`src/rtl/uart_rx_fifo_ctrl.sv`:
```
// rtl/uart_rx_fifo_ctrl.sv - receive byte FIFO between UART receiver and APB registers
// First-word-fall-through circular buffer with registered status and sticky overflow.
module uart_rx_fifo_ctrl #(
  parameter int DEPTH  = 16,
  parameter int ADDR_W = 4,
  parameter int THRESH = 8
) (
  input  logic              clk,
  input  logic              reset_n,
  input  logic              fifo_write_n,
  input  logic [7:0]        wr_data,
  input  logic              read_rx_byte,
  input  logic              clear_overflow,
  output logic [7:0]        rx_dout,
  output logic              fifo_empty,
  output logic              fifo_full,
  output logic [ADDR_W:0]   fifo_level,
  output logic              rx_thresh,
  output logic              overflow
);

  localparam logic [ADDR_W:0] DEPTH_LVL  = (ADDR_W+1)'(DEPTH);
  localparam logic [ADDR_W:0] THRESH_LVL = (ADDR_W+1)'(THRESH);

  logic [7:0]        mem [DEPTH];
  logic [ADDR_W-1:0] wr_ptr;
  logic [ADDR_W-1:0] rd_ptr;
  logic [ADDR_W:0]   level_nxt;
  logic              wr_acc;
  logic              rd_acc;
  logic              ovf_set;

  // A write into a full buffer is still taken when a pop frees the head slot this cycle.
  assign rd_acc  = read_rx_byte && !fifo_empty;
  assign wr_acc  = !fifo_write_n && (!fifo_full || read_rx_byte);
  assign ovf_set = !fifo_write_n && fifo_full && !read_rx_byte;

  always_comb begin
    level_nxt = fifo_level;
    if (wr_acc && !rd_acc) begin
      level_nxt = fifo_level + 1'b1;
    end else if (rd_acc && !wr_acc) begin
      level_nxt = fifo_level - 1'b1;
    end
  end

  always_ff @(posedge clk) begin
    if (wr_acc) begin
      mem[wr_ptr] <= wr_data;
    end
  end

  always_ff @(posedge clk or negedge reset_n) begin
    if (!reset_n) begin
      wr_ptr     <= '0;
      rd_ptr     <= '0;
      fifo_level <= '0;
      fifo_empty <= 1'b1;
      fifo_full  <= 1'b0;
      rx_thresh  <= 1'b0;
    end else begin
      if (wr_acc) begin
        wr_ptr <= wr_ptr + 1'b1;
      end
      if (rd_acc) begin
        rd_ptr <= rd_ptr + 1'b1;
      end
      // Status flags derive from the next level so they never disagree with fifo_level.
      fifo_level <= level_nxt;
      fifo_empty <= (level_nxt == '0);
      fifo_full  <= (level_nxt == DEPTH_LVL);
      rx_thresh  <= (level_nxt >= THRESH_LVL);
    end
  end

  always_ff @(posedge clk or negedge reset_n) begin
    if (!reset_n) begin
      overflow <= 1'b0;
    end else if (ovf_set) begin
      overflow <= 1'b1;
    end else if (clear_overflow) begin
      overflow <= 1'b0;
    end
  end

  assign rx_dout = fifo_empty ? 8'h00 : mem[rd_ptr];

endmodule

```
`config.mk`:
```
export PLATFORM = sky130hd
export DESIGN_NAME = uart_rx_fifo_ctrl
export DESIGN_NICKNAME = d
export VERILOG_FILES = /design/src/rtl/uart_rx_fifo_ctrl.sv
export SDC_FILE = /design/constraint.sdc
export NUM_CORES = 1
export LEC_CHECK = 0
export BUFFER_PORTS_ARGS = -buffer_cell sky130_fd_sc_hd__buf_4
export CORE_MARGIN = 2
export CORE_UTILIZATION = 43
export CTS_BUF_LIST = sky130_fd_sc_hd__clkbuf_16
export DETAILED_ROUTE_END_ITERATION = 7
export PLACE_DENSITY = 0.63
export SETUP_SLACK_MARGIN = 0.02
export SYNTH_ARGS = -nofsm -noshare
export SYNTH_HDL_FRONTEND = slang
export SYNTH_SLANG_ARGS = --single-unit
```
`constraint.sdc`:
```
create_clock -name clk -period 2.5 [get_ports clk]
set_clock_uncertainty 0.2 [all_clocks]
set_input_delay 0.25 -clock clk [delete_from_list [all_inputs] [get_ports clk]]
set_output_delay 0.25 -clock clk [all_outputs]
set_load 0.02 [all_outputs]
```
==> impl_metrics.csv <==
group,metric,value,unit
yosys,synth_cell_types,44,
critical_path,crit_type,"reg2out",
grt,grt.busiest_layer,"met2",
placement,gp_congestion,0.743,
sta,setup_viol,8,
die,ios,30,
critical_path,reg2reg_depth,4,
die,start_util,43.7,%
placement,dp_cells,511,
yosys,netlist_area,6020,µm²
detailed_routing,drc,0,
power_and_ir_drop,p_per_area,1190,nW/µm²
yosys,yosys_warnings,0,
sta,period_needed,2.58,ns
detailed_routing,wire_per_inst,21.1,µm
detailed_routing,vias_per_cell,5.29,
flow_run,maxCapViolations,0,
clocking,htreeDepth,4,
die,die_area,15000,µm²
clocking,cts.clk_slew.worst_paths,0.06,ns
critical_path,critPathLaunchType,"flop",
clocking,cts_buffer_depth,2,
die,core.rowCount,43,
yosys,synth_fa_ha_area_share,1.45,%
grt,grt.met3_usage,4.41,%
sta,fin_crit_sh,103,%
cells_and_area,nNetsFinal,391,
yosys,synth_top_family_by_area,"multiplexers",
cells_and_area,drive_gt1_share,34.4,%
status,violations,"setup timing",
die,core_area,13800,µm²
sta,fin_ws,-0.0816,ns
cells_and_area,multi_input_area,1620,µm²
detailed_routing,dr_total_vias,2986,
yosys,synth_top_area_share,63.9,%
critical_path,rr_startpoint,"fifo_full",
yosys,syn_inst,304,
critical_path,r2r_slack,0.32,ns
clocking,clock-root-buffer,"clkbuf_16",
cells_and_area,fillers,1107,
yosys,yosys.area.top_type,"edfxtp_1",
yosys,async_flop_share,11.7,%
sta,hold_violations,0,
yosys,ys_ff_latch,145,
clocking,cts.sinks,145,
sta,hold_ws,0.0330,ns
yosys,syn_nets,324,
power_and_ir_drop,irDropWorstVdd,643,µV
yosys,ys_seq_area_share,70.9,%
die,die_height,122,µm
clocking,cts_buffers,17,
yosys,synth_edf_count,128,
critical_path,timing.critical_path.to,"rx_dout[4]",
cells_and_area,final_util,53.2,%
yosys,synth.area.top_cells,"edfxtp_1 64%, mux4_2 7.1%, dfrtp_1 6.7%",
detailed_routing,first_pass_iters,6,
cells_and_area,seqCellArea,4270,µm²
die,die_w,122,µm
sta,rsz0062_at_grt,"yes",
detailed_routing,wl,11900,µm
sta,final_max_slew_viol_count,0,
yosys,synth_mux_area_share,15.6,%
grt,grt_pass1_wl,18300,µm
yosys,synth_ff_type,"edfxtp_1",
grt,grt_max_degree,33,
critical_path,cp-startpoint,"rd_ptr[0]",
yosys,synth_compound_area_share,2.22,%
grt,use_met2,29.2,%
status,run_status,"finished, violations left",
clocking,cts_tree,"done",
critical_path,r2r-end,"mem[3][1]",
detailed_routing,detail-route-antenna-nets,0,
grt,grt-ovfl-total,0,
sta,fmax,387,MHz
power_and_ir_drop,finalPower,0.00875,W
grt,grt_use_met1,21.6,%
grt,antenna_found_initial,0,
grt,grtUsageTotal,17.5,%
yosys,syn-mean-instance-area,19.8,µm²
cells_and_area,n_antenna_cell,0,
cells_and_area,syn2layout_area_growth,21.7,%
detailed_routing,drt_iter0_drc,361,
sta,tightest_slew,0.581,ns
cells_and_area,stdcell_count,564,
placement,hpwlAfterDp,7300,µm
min_path,hold_path_class,"in2async",
critical_path,cp_max_fo,7,
yosys,synth-simple-area-share,5.70,%
power_and_ir_drop,p_leak,2.59,nW
yosys,synth-xor-area-share,1.89,%
clocking,insertion_delay,0.41,ns
grt,first_global_vias,3133,
sta,relSlewSlack,61.3,%
critical_path,worstPathRequired,2.05,ns
critical_path,arrival,2.13,ns
placement,io_buffer_count,29,
critical_path,cp-end-kind,"output port",
area by class of cell:
cell class / instances / share of cell area (%)
inverter: 7 / 0.359
tap: 180 / 3.07
clock buffer: 17 / 5.81
multi-input combinational: 137 / 22.1
sequential: 145 / 58.3
timing repair buffer: 63 / 8.13
clock inverter: 15 / 2.29
power by group:
part	internal [W]	switching, W
combinational	0.00153	0.00153
sequential	0.00298	0.000213
clock	0.00156	0.000941
total	0.00607	0.00268
metal layers:
layer | routed length [µm] | share of wire (%)
met5 | 0 | 0
met4 | 180 | 1.5
met3 | 510 | 4.3
met2 | 6200 | 52
met1 | 5040 | 42
how the worst min path moves through the flow:
| stage | cells past startpoint | startpoint | to |
|---|---|---|---|
| 6_report | 2 | reset_n | fifo_level[3] |
| 5_1_grt | 2 | reset_n | fifo_level[3] |
| 4_1_cts | 2 | reset_n | rx_thresh |
| 3_5_place_dp | 1 | reset_n | fifo_level[3] |
| 3_3_place_gp | 1 | reset_n | rx_thresh |
| 2_1_floorplan | 0 | reset_n | fifo_full |
state kept, by name (all words and copies together), names as in the netlist:
register	cells
rx_thresh	1
fifo_full	1
mem	128
wr_ptr	4
fifo_level	5
fifo_empty	1
overflow	1
rd_ptr	4
synth_stat cells (2+ instances only):
library cell    n
dfrtp_1        16
mux2i_1        16
o22ai_1        10
buf_2           5
a21oi_1         2
clkbuf_1        2
nand4_1         2
ha_1            7
o21ai_0         3
buf_6           3
edfxtp_1      128
nand2_1        12
mux4_1         13
nand3_2         2
xnor2_1         7
nand2b_1        2
or2_2           2
and4_1          4
and2_1         13
inv_1           6
buf_4           2
buf_1           2
mux4_2         19
nor2_1          5
nand3_1         2
worst max-delay path, stage by stage, from the launching register on:
cell,delay [ns]
dfrtp_2,0.37
buf_12,0.14
buf_12,0.14
buf_6,0.10
mux4_2,0.50
mux2i_1,0.17
o22ai_1,0.11
buf_4,0.18
logic make-up after synthesis:
kind of cell	after synthesis
flip-flops	145
adder cells (fa/ha/maj)	7
multiplexers	49
AO/OA/AOI/OAI	18
buffers and inverters	22
XOR/XNOR	10
AND/OR/NAND/NOR	53
what timing repair did:
action,4_1_cts,5_1_grt
gates cloned,1,0
gates resized for setup,13,10
setup buffers,8,0
pin swaps,0,1
hold buffers,12,0
endpoints found under the setup margin,8,40
hold endpoints to repair,147,0
placed cells by master, fill, tap and decap left out, types with 2 or more instances in the layout:
master / synthesis / final
buf_6: 3 / 4
dlygate4sd3_1: 0 / 12
and2_1: 13 / 9
mux2i_2: 0 / 5
ha_1: 7 / 7
dfrtp_1: 16 / 15
o21ai_0: 3 / 3
clkbuf_16: 0 / 17
clkinv_2: 0 / 3
nand2b_1: 2 / 2
xnor2_1: 7 / 7
bufinv_16: 0 / 3
mux2i_1: 16 / 11
mux4_1: 13 / 6
mux4_2: 19 / 26
inv_1: 6 / 7
a21oi_1: 2 / 2
edfxtp_1: 128 / 128
buf_4: 2 / 41
clkinv_1: 0 / 2
and2_2: 0 / 4
nor2_1: 5 / 5
and4_1: 4 / 4
nand3_1: 2 / 2
nand4_1: 2 / 2
clkinv_4: 0 / 4
nand3_2: 2 / 2
o22ai_1: 10 / 10
nand2_1: 12 / 12
buf_12: 0 / 4
or2_2: 2 / 2
stage by stage:
step	area [µm²]	TNS, ns	worst slack, ns
after floorplan	6020	0	0.567
after CTS	7320	-0.604	-0.0916
after detailed placement	6490	0	0.188
after global placement	6490	0	0.196
after global routing	7330	-0.993	-0.167
final	7330	-0.325	-0.0816
No activity file was read; power rests on OpenSTA's default activity.
